**src/rtl/rgb_pwm_driver.sv**
```systemverilog
`default_nettype none
// ============================================================================
// Module      : rgb_pwm_driver
// Description : Three RGB LEDs driven by nine 8-bit PWM channels, with
//               shadow/active duty registers updated at each PWM wrap.
// Revision    : 1.0 - initial release
// ============================================================================
module rgb_pwm_driver #(
  parameter int CLOCK_FREQUENCY = 80000000,
  parameter int PWM_FREQUENCY   = 1000
) (
  input  logic       i_Clock,
  input  logic       i_Reset_n,
  input  logic       i_Cmd_Valid,
  input  logic [1:0] i_Cmd_Op,
  input  logic [1:0] i_Cmd_LED,
  input  logic [1:0] i_Cmd_Colour,
  input  logic [7:0] i_Cmd_Level,
  output logic       o_Cmd_Ready,
  output logic       o_Cmd_Error,
  output logic       o_Period_Start,
  output logic [8:0] o_LED
);

  localparam int PRESCALE_RAW = CLOCK_FREQUENCY / (PWM_FREQUENCY * 255);
  localparam int PRESCALE     = (PRESCALE_RAW < 1) ? 1 : PRESCALE_RAW;
  localparam int PS_W         = (PRESCALE > 1) ? $clog2(PRESCALE) : 1;
  localparam logic [PS_W-1:0] PS_LAST  = PS_W'(PRESCALE - 1);
  localparam logic [7:0]      CNT_LAST = 8'd254;
  localparam logic [1:0] OP_SET     = 2'b00;
  localparam logic [1:0] OP_TOGGLE  = 2'b01;
  localparam logic [1:0] OP_ALL_OFF = 2'b10;
  localparam logic [1:0] OP_BAD     = 2'b11;

  typedef enum logic [0:0] {
    ST_IDLE   = 1'b0,
    ST_DECODE = 1'b1
  } state_t;

  state_t            state_q, state_d;
  logic [1:0]        op_q, op_d;
  logic [1:0]        led_sel_q, led_sel_d;
  logic [1:0]        colour_q, colour_d;
  logic [7:0]        level_q, level_d;
  logic [PS_W-1:0]   presc_q, presc_d;
  logic [7:0]        count_q, count_d;
  logic [8:0][7:0]   shadow_q, shadow_d;
  logic [8:0][7:0]   active_q, active_d;
  logic [8:0]        pwm_q, pwm_d;
  logic              err_q, err_d;
  logic              pstart_q, pstart_d;

  logic              tick;
  logic              wrap;
  logic              cmd_bad;
  logic [3:0]        chan;

  assign tick    = (presc_q == PS_LAST);
  assign wrap    = tick && (count_q == CNT_LAST);
  // Channel index = LED*3 + colour, formed as LED*2 + LED + colour.
  assign chan    = {1'b0, led_sel_q, 1'b0} + {2'b00, led_sel_q} + {2'b00, colour_q};
  // Colour is irrelevant to all-off, so colour 3 only rejects set/toggle.
  assign cmd_bad = (op_q == OP_BAD) || (led_sel_q == 2'd3) ||
                   ((op_q != OP_ALL_OFF) && (colour_q == 2'd3));

  always_comb begin
    state_d   = state_q;
    op_d      = op_q;
    led_sel_d = led_sel_q;
    colour_d  = colour_q;
    level_d   = level_q;
    presc_d   = tick ? '0 : presc_q + PS_W'(1);
    count_d   = count_q;
    shadow_d  = shadow_q;
    active_d  = active_q;
    err_d     = 1'b0;
    pstart_d  = 1'b0;
    pwm_d     = '0;

    if (tick) begin
      count_d = wrap ? 8'd0 : count_q + 8'd1;
    end
    // Active loads the pre-write shadow; a same-edge command write lands after.
    if (wrap) begin
      active_d = shadow_q;
      pstart_d = 1'b1;
    end

    case (state_q)
      ST_IDLE: begin
        if (i_Cmd_Valid) begin
          state_d   = ST_DECODE;
          op_d      = i_Cmd_Op;
          led_sel_d = i_Cmd_LED;
          colour_d  = i_Cmd_Colour;
          level_d   = i_Cmd_Level;
        end
      end
      ST_DECODE: begin
        state_d = ST_IDLE;
        if (cmd_bad) begin
          err_d = 1'b1;
        end else begin
          case (op_q)
            OP_SET:    shadow_d[chan] = level_q;
            OP_TOGGLE: shadow_d[chan] = (shadow_q[chan] == 8'd0) ? level_q : 8'd0;
            default: begin
              shadow_d = '0;
              active_d = '0;
            end
          endcase
        end
      end
      default: state_d = ST_IDLE;
    endcase

    for (int i = 0; i < 9; i++) begin
      pwm_d[i] = (count_d < active_d[i]);
    end
  end

  always_ff @(posedge i_Clock or negedge i_Reset_n) begin
    if (!i_Reset_n) begin
      state_q   <= ST_IDLE;
      op_q      <= 2'b00;
      led_sel_q <= 2'b00;
      colour_q  <= 2'b00;
      level_q   <= 8'd0;
      presc_q   <= '0;
      count_q   <= 8'd0;
      shadow_q  <= '0;
      active_q  <= '0;
      pwm_q     <= '0;
      err_q     <= 1'b0;
      pstart_q  <= 1'b0;
    end else begin
      state_q   <= state_d;
      op_q      <= op_d;
      led_sel_q <= led_sel_d;
      colour_q  <= colour_d;
      level_q   <= level_d;
      presc_q   <= presc_d;
      count_q   <= count_d;
      shadow_q  <= shadow_d;
      active_q  <= active_d;
      pwm_q     <= pwm_d;
      err_q     <= err_d;
      pstart_q  <= pstart_d;
    end
  end

  assign o_Cmd_Ready    = (state_q == ST_IDLE);
  assign o_Cmd_Error    = err_q;
  assign o_Period_Start = pstart_q;
  assign o_LED          = pwm_q;

endmodule
`default_nettype wire

```
**config.mk**
```make
export PLATFORM = sky130hd
export DESIGN_NAME = rgb_pwm_driver
export DESIGN_NICKNAME = d
export VERILOG_FILES = /design/src/rtl/rgb_pwm_driver.sv
export SDC_FILE = /design/constraint.sdc
export NUM_CORES = 1
export LEC_CHECK = 0
export ABC_CLOCK_PERIOD_IN_PS = 4600
export CORE_MARGIN = 8
export CORE_UTILIZATION = 45
export CTS_CLUSTER_DIAMETER = 120
export DETAILED_ROUTE_END_ITERATION = 7
export PLACE_DENSITY = 0.66
export SETUP_SLACK_MARGIN = 0.02
export SLEW_MARGIN = 20
export SYNTH_ARGS = -nofsm -noshare
export SYNTH_HDL_FRONTEND = slang
export SYNTH_SLANG_ARGS = --single-unit
```
**constraint.sdc**
```tcl
create_clock -name i_Clock -period 4.6 [get_ports i_Clock]
set_clock_uncertainty 0.05 [all_clocks]
set_input_delay 0.46 -clock i_Clock [delete_from_list [all_inputs] [get_ports i_Clock]]
set_output_delay 0.46 -clock i_Clock [all_outputs]
set_load 0.02 [all_outputs]
```
# Yosys cells after proc, flatten, opt, wreduce, memory -nomap -nowiden

Index checks and enable logic that the tools add are counted.

Bits of input ports: 17
Output and inout bits: 12
ROM bits: 0
Latch bits: 0
Bits in writable memories: 0
Flip-flop bits (word level): 187
Logic and storage cells: 82
Memories kept: 0

Shift-type cells: 0
Reduce and logical (&&, ||, !) cells: 10
Divide/modulo/power cells: 0
Add/sub/neg operators: 4
Muxes and demuxes: 20
Multiply operators: 0
$lt $le $gt $ge: 11
Bitwise logic cells: 2
Equality and inequality tests: 7

Operator list:

| cell                                                                   | count |
|---|---|
| 72-bit two-way mux                                                     | 4 |
| 72-bit bitwise mux                                                     | 2 |
| 72-bit case mux with 2 select lines                                    | 1 |
| 8-bit < comparator                                                     | 9 |
| 8-bit two-way mux                                                      | 5 |
| 8-bit binary-select mux with 4-bit select                              | 1 |
| 8-bit demux with 4-bit select                                          | 1 |
| 9-bit by 1-bit adder with 9-bit output (second input constant)         | 1 |
| 9-bit equality test (second input constant)                            | 1 |
| 9-bit two-way mux                                                      | 1 |
| 8-bit by 1-bit adder with 8-bit output (second input constant)         | 1 |
| 8-bit equality test (second input constant)                            | 1 |
| 8-bit logical NOT                                                      | 1 |
| 2-bit equality test (second input constant)                            | 3 |
| 4-bit by 5-bit < comparator with 1-bit output (second input constant)  | 1 |
| 3-bit by 2-bit adder with 4-bit output                                 | 1 |
| 4-bit by 2-bit adder with 4-bit output                                 | 1 |
| 4-bit by 1-bit >= comparator with 1-bit output (second input constant) | 1 |
| 1-bit two-way mux                                                      | 4 |
| 2-bit AND reduction                                                    | 2 |
| 1-bit logical AND                                                      | 3 |
| 2-bit by 1-bit equality test with 1-bit output (second input constant) | 1 |
| 2-bit logical NOT                                                      | 1 |
| 1-bit logical OR                                                       | 2 |
| other kinds (4)                                                        | 5 |

# Logic depth before layout (Yosys ltp)

Gate-level depths: netlist (run 1).

Depth after elaboration: 8
Mapped depth: 16
Mapped depth without buffers: 13

# Worst setup path before layout (run 1)

No wires, ideal clock.

Path type: register -> register
From: reg led_sel_q[0]
To: reg shadow_q[33] in the netlist's numbering
Period minus slack after synthesis: 3359 ps
Buffers on the path: 2
Arrival time: 3167 ps
Data required time: 4408 ps
Setup time: 142 ps
Path slack: 1241 ps
Stages on the path, launching flop included: 12
Cells stage by stage: dfrtp_1 > fa_1 > ha_1 > fa_1 > clkbuf_1 > nand2b_1 > nor3_1 > nand2_1 > clkbuf_1 > a32o_1 > a31oi_1 > a211oi_1

Longest elaborated chain between the ends: 8
Elaborated cells on any way between the ends: 19
Classes of those cells: add/sub (2); order compare (2); eq/ne (1); mux (8); bitwise (1); reduce/logical (5)

RTL lines:

| item                                                                                | line     | source |
|---|---|---|
| start: declaration                                                                  | 42       | `logic [1:0] led_sel_q, led_sel_d;` |
| start signal: assignment                                                            | 139      | `led_sel_q <= led_sel_d;` |
| 3-bit by 2-bit adder with 4-bit output                                              | 61       | `assign chan = {1'b0, led_sel_q, 1'b0} + {2'b00, led_sel_q} + {2'b00, colour_q};` |
| 4-bit by 2-bit adder with 4-bit output                                              | 61       |  |
| 8-bit binary-select mux with 4-bit select, or another cell as far along             | 106      | `OP_TOGGLE: shadow_d[chan] = (shadow_q[chan] == 8'd0) ? level_q : 8'd0;` |
| 8-bit two-way mux (implied by the code) / 1-bit logical AND (equally long branches) | 106, 105 |  |
| 8-bit logical NOT / 8-bit two-way mux (equally long branches)                       | 106, 105 |  |
| 8-bit two-way mux / 8-bit demux with 4-bit select (equally long branches)           | 106, 105 |  |
| 72-bit bitwise mux (on tied branches)                                               | 106, 105 |  |
| 72-bit case mux with 2 select lines                                                 | 104      | `case (op_q)` |
| end signal: assignment                                                              | 144      | `shadow_q <= shadow_d;` |
| end: declaration                                                                    | 47       | `logic [8:0][7:0] shadow_q, shadow_d;` |

Several ways; a longest one is shown, not always the timed one. The select of a mux whose other input is x is not followed.
A chain may end at the register's enable or synchronous reset.

# Worst setup path after layout (run 1)

From: reg led_sel_q[0]
To: reg shadow_q[31] in the netlist's numbering

The elaborated chain is that of the path after synthesis.

==> results.cfg, run 1 <==
[run_status]
status = completed

[setup_path]
crit_fanout = 10
arrival_ns = 4.04
r2r-start = led_sel_q[0]
endpoint_kind = flip-flop
crit_path_cell_trace = fa_1, ha_1, fa_1, a2111oi_0, a31oi_1, and3_1, buf_4, o21ai_0, o21ai_0
reg2reg_depth = 9
crit_path_top_delay_cell = fa_1
reg2reg_slack_ns = 0.81
worst-setup-path-type = reg2reg
r2r-end = shadow_q[31]
cp_slowest_stage_delay_ns = 0.57
start_kind = flip-flop
cp_data_required_time_ns = 4.84

[final_layout]
syn_to_final_growth_pct = 12.37
final_common_cell = dfrtp_1
antenna_cells = 0
layout_common_cells = dfrtp_1 (187), nor2_1 (102), mux2i_1 (72)
fill_cells = 2040
layout.nets = 1108
drive_gt1_share_pct = 7.849

[pwr]
max-vdd-ir-drop_mv = 0.2261
internal-power_mw = 3.156
power_density_nw_per_um2 = 410.0
clockPowerShare_pct = 33.5
seqPwrFrac_pct = 45.1
swShare_pct = 32.62
power_frac_comb_pct = 21.4
total_power_mw = 4.684
p_leak_nw = 4.994
p_sw_mw = 1.528

[clock_network]
insertion_delay_ns = 0.44
clk_pin_slew_ns = 0.07
h-tree-depth = 4
clk_path_buf_depth = 2
cts_made_buffers = 17
cts_setup_buffers = 0
ctsResizeCount = 0
clock_tree.root_cell = clkbuf_16
clkSinkCount = 187
cts_tree = built
cts-hold-fix-buffers = 0

[route]
wl_per_cell_um = 19.59
drc = 0
detail_route.iter0.violations = 683
ant_nets = 0
dr_total_vias = 7797
viasPerCell = 5.920
drt_wl_total_mm = 25.80
first_pass_iters = 6

[synth]
yosysTopAreaCell = dfrtp_1
synthTopCellsByArea = dfrtp_1 (46%), ha_1 (8.6%), mux2i_1 (7.1%), nor2_1 (3.8%), a22o_1 (3.1%)
synth_edf_count = 0
synth_ff_type = dfrtp_1
ys_seq_area_share_pct = 46.03
ys_types = 59
async_flop_share_pct = 100.0
ys_warn_count = 0
synth-seq-cells = 187
syn_inst = 1003
syn_avg_cell_area_um2 = 10.14
syn_area_um2 = 10170
synth_top_area_share_pct = 46.03
syn-num-nets = 1092

[die]
die-area_um2 = 27660
pin_count = 29
dieWidth_um = 166.3
core_um2 = 22430
initial_core_util_pct = 45.32
die_h_um = 166.3
num_rows = 55

[placed_design]
io_buffer_count = 28
gp_congestion = 0.8846
hpwlAfterDp_mm = 17.34

[sta]
slew_headroom_pct = 43.18
drv_slew = 0
finalSetupTns_ns = 0
period_minus_slack_ns = 3.793
clock.fmax_mhz = 263.7
hold_viol = 0
tightest_slew_ns = 0.8491
setup_viol = 0
grt_setup_unrepaired = false
finalCritPeriodShare_pct = 82.45

[hold_path]
hold_path.class = in2async

[global_routing]
grt-ovfl-total = 0
grt_max_degree = 105
antenna_found_initial = 0
track_usage_pct = 18.79
grt_pass1_wl_mm = 41.94
grt_pass1_vias = 7590

[flow_run]
drv_cap = 0
==> metrics by stage <==
step	area [um^2]	setup slack (ns)	std cells	util, %	hold slack [ns]
detailed placement	10810	0.9436	1285	48.17	0.4536
finish	11420	0.8075	1317	50.93	0.02432
global route	11420	0.6015	1317	50.93	0.08655
CTS	11420	0.9130	1317	50.93	0.04370
floorplan	10170	1.241	1003	-	0.1144
global placement	10810	0.9970	1285	48.17	0.4439
==> final cells by class <==
type	instances	area (um^2)	share of cell area, %
flip-flops and latches	187	4679	40.96
well taps	285	356.6	3.121
clock buffers	18	439.2	3.844
multi-input cells	687	4970	43.50
inverters	72	270.3	2.366
repair buffers	54	529.3	4.633
clock inverters	14	180.2	1.577
==> routing by layer <==
metal,GRT usage (%),share of wire (%)
met1,24.90,45
met5,0,0
met3,3.138,4.8
met2,31.00,49
met4,5.875,1.4
==> power by group through the flow <==
stage	Combinational [mW]	Sequential, mW	Clock [mW]
after floorplan	0.755	2.00	0
after global placement	0.971	2.14	0
after detailed placement	0.981	2.14	0
after CTS	0.989	2.11	1.60
after global routing	1.10	2.14	1.66
final	1.00	2.11	1.57
==> worst max-delay path by stage <==
stage,start,to,depth (start not counted)
finish,led_sel_q[0],shadow_q[31],9
global route,led_sel_q[0],shadow_q[28],9
CTS,led_sel_q[0],shadow_q[44],10
detailed placement,led_sel_q[0],shadow_q[44],10
global placement,led_sel_q[0],shadow_q[48],8
floorplan,led_sel_q[0],shadow_q[33],11
==> sequential cells by signal, summed over array words and instances, names as in the netlist <==
signal / count
presc_q: 9
shadow_q: 72
op_q: 2
led_sel_q: 2
colour_q: 2
active_q: 72
level_q: 8
o_Period_Start: 1
count_q: 8
o_LED: 9
o_Cmd_Error: 1
state_q: 1
==> cells in the mapped netlist (3+ instances only) <==
| library cell | instances |
|---|---|
| a22o_1 | 36 |
| o21ai_0 | 57 |
| ha_1 | 70 |
| dfrtp_1 | 187 |
| a21o_1 | 16 |
| clkbuf_1 | 40 |
| xor2_1 | 4 |
| mux2_2 | 11 |
| or3_1 | 7 |
| nor4_1 | 23 |
| nor2_1 | 102 |
| buf_1 | 8 |
| a32o_1 | 11 |
| and3b_1 | 4 |
| a31oi_1 | 16 |
| o211ai_1 | 10 |
| mux2i_1 | 72 |
| and2_1 | 3 |
| xnor2_1 | 3 |
| o22a_1 | 4 |
| nand4b_1 | 13 |
| a22oi_1 | 22 |
| nand4_1 | 12 |
| and3_1 | 4 |
| buf_6 | 6 |
| a211oi_1 | 22 |
| o21ai_1 | 4 |
| nand2_1 | 53 |
| o22ai_1 | 11 |
| a21oi_1 | 38 |
| o31a_1 | 6 |
| inv_1 | 70 |
| nand3_1 | 10 |
| nor2b_1 | 12 |
==> logic make-up (layout without fill, tap and decap cells) <==
kind of cell	after synthesis	after routing	share of synthesized area, %
adders and majority gates	72	72	9.008
DFF	187	187	46.03
muxes	83	83	8.307
xor gates and xnor gates	7	7	0.6030
AOI/OAI and AO/OA	270	270	18.29
and+or+nand+nor	255	255	12.48
buffers and inverters	129	158	5.291
==> critical path: cells and delay by family, from the launching register on <==
family                     cells  cell delay [ns]
and+or+nand+nor                1             0.31
buffers and inverters          1             0.23
adders and majority gates      3             1.28
DFF                            1             0.44
AOI/OAI and AO/OA              4             1.34
Power figures use the tool's default switching activity.
==> run 2: changes to the inputs <==
ABC_CLOCK_PERIOD_IN_PS = 3300   (was 4600)
PLACE_DENSITY = 0.69   (was 0.66)
clock period = 3.3 ns   (was 4.6 ns; I/O delays follow)
==> run 2 against run 1 <==
  * The flow now finishes with violations (setup timing)
  * Critical path depth increased by 1
  * Sequential power grew 40%
  * First-iteration DRC count increased by 26%
  * Largest power group unchanged
==> results.cfg, run 2 (same netlist as run 1, synthesis figures left out) <==
[setup_path]
r2r-end = shadow_q[24]
start_kind = flip-flop
reg2reg_slack_ns = -0.05
worst-setup-path-type = reg2reg
endpoint = shadow_q[24]
endpoint_kind = flip-flop
r2r-start = colour_q[1]
cp_data_required_time_ns = 3.57
reg2reg_depth = 10
crit_fanout = 6
arrival_ns = 3.61
startpoint = colour_q[1]

[final_layout]
syn_to_final_growth_pct = 18.47
fill_cells = 1987
layout_common_cells = dfrtp_1 (187), nor2_1 (102), mux2i_1 (72)
reg_top3 = active_q: 72 flops, shadow_q: 72 flops
layoutNonFillerInstCount = 1375
drive_gt1_share_pct = 14.50
layout.nets = 1166
antenna_cells = 0
final_common_cell = dfrtp_1

[sta]
clock.fmax_mhz = 298.9
postLayoutSetupSlackWorst_ns = -0.04567
slew_headroom_pct = 29.64
grt_setup_unrepaired = true
period_minus_slack_ns = 3.346
setup_viol = 4
drv_slew = 0
tightest_slew_ns = 1.051
finalCritPeriodShare_pct = 101.4
hold_viol = 0
finalSetupTns_ns = -0.09537

[route]
ant_nets = 0
wl_per_cell_um = 19.95
drc = 0
detail_route.iter0.violations = 859
first_pass_iters = 5
viasPerCell = 5.948
dr_total_vias = 8178
drt_wl_total_mm = 27.43

[placed_design]
hpwlAfterDp_mm = 18.74
gp_congestion = 0.8745
placed_cells = 1331
post-place-ws_ns = -0.1360
io_buffer_count = 28

[clock_network]
cts_tree = built
clkSinkCount = 187
clk_pin_slew_ns = 0.07
clk_path_buf_depth = 2
insertion_delay_ns = 0.44
h-tree-depth = 4
clock_tree.root_cell = clkbuf_16
cts_made_buffers = 17

[global_routing]
grt-ovfl-total = 0
track_usage_pct = 19.56
grt_pass1_wl_mm = 43.46
grt_max_degree = 103
antenna_found_initial = 0
grt_pass1_vias = 7990

[die]
dieWidth_um = 166.3
num_rows = 55
die_h_um = 166.3
die-area_um2 = 27660
initial_core_util_pct = 45.32
pin_count = 29
core_um2 = 22430

[pwr]
power_density_nw_per_um2 = 561.2
total_power_mw = 6.760
max-vdd-ir-drop_mv = 0.3267
p_leak_nw = 5.314

[run_status]
violations = setup timing
status = complete, but fails checks

[hold_path]
hold_path.class = in2reg

[flow_run]
drv_cap = 0
==> run 2: area by class of cell <==
type	count	area (um^2)	area share, %
tap	285	356.6	2.960
sequential	187	4679	38.85
clock buffer	23	488.0	4.051
timing repair buffer	112	1059	8.788
inverter	72	270.3	2.244
clock inverter	9	111.4	0.9245
multi-input combinational	687	5081	42.18
==> run 2: layer usage <==
metal  wire length (um)  global-route usage, %  part of all wire (%)  vias up
li1                   -                      -                     -     3827
met5                  0                      0                     0        -
met2              13290                  32.04                    48      239
met4                604                  7.286                   2.2        0
met1              12300                  26.00                    45     4075
met3               1237                  2.757                   4.5       37
==> run 2: through the flow <==
stage                     util [%]  hold slack, ns  instance area (um^2)
after detailed placement     49.87          0.4475                 11190
after global routing         53.69          0.4065                 12050
after CTS                    52.91          0.3923                 11870
after global placement       49.86          0.4457                 11180
after floorplan                  -        -0.01559                 10180
final                        53.69          0.4066                 12050
==> run 2: where the power goes <==
| group | internal [mW] | switching, mW |
|---|---|---|
| clock network | 1.20 | 0.882 |
| registers | 2.56 | 0.395 |
| logic | 0.786 | 0.937 |
==> run 2: timing repair <==
action / 4_1_cts / 5_1_grt
hold endpoints to repair: 19 / 0
gates resized for setup: 9 / 21
cloned: 0 / 2
pin swaps: 6 / 16
setup endpoints to repair: 45 / 71
setup buffers: 4 / 7
hold buffers: 1 / 0
==> run 2: how the worst min path moves through the flow <==
| stage | from | end | slack (ns) | depth (start not counted) |
|---|---|---|---|---|
| floorplan | i_Reset_n | active_q[0] | -0.02 | 0 |
| global placement | i_Reset_n | active_q[12] | 0.45 | 1 |
| detailed placement | i_Reset_n | o_LED[2] | 0.45 | 1 |
| CTS | i_Cmd_Op[1] | op_q[1] | 0.39 | 3 |
| global route | i_Cmd_Level[3] | level_q[3] | 0.41 | 3 |
| finish | i_Cmd_Op[1] | op_q[1] | 0.41 | 3 |
==> run 2: critical path, stage by stage, from the launching register on <==
cell and delay (ns):
dfrtp_1 0.40, fa_1 0.55, ha_2 0.18, fa_2 0.51
buf_6 0.18, a2111oi_4 0.26, a31oi_1 0.10, a311oi_1 0.31
buf_4 0.20, and3b_2 0.24, a31o_2 0.25
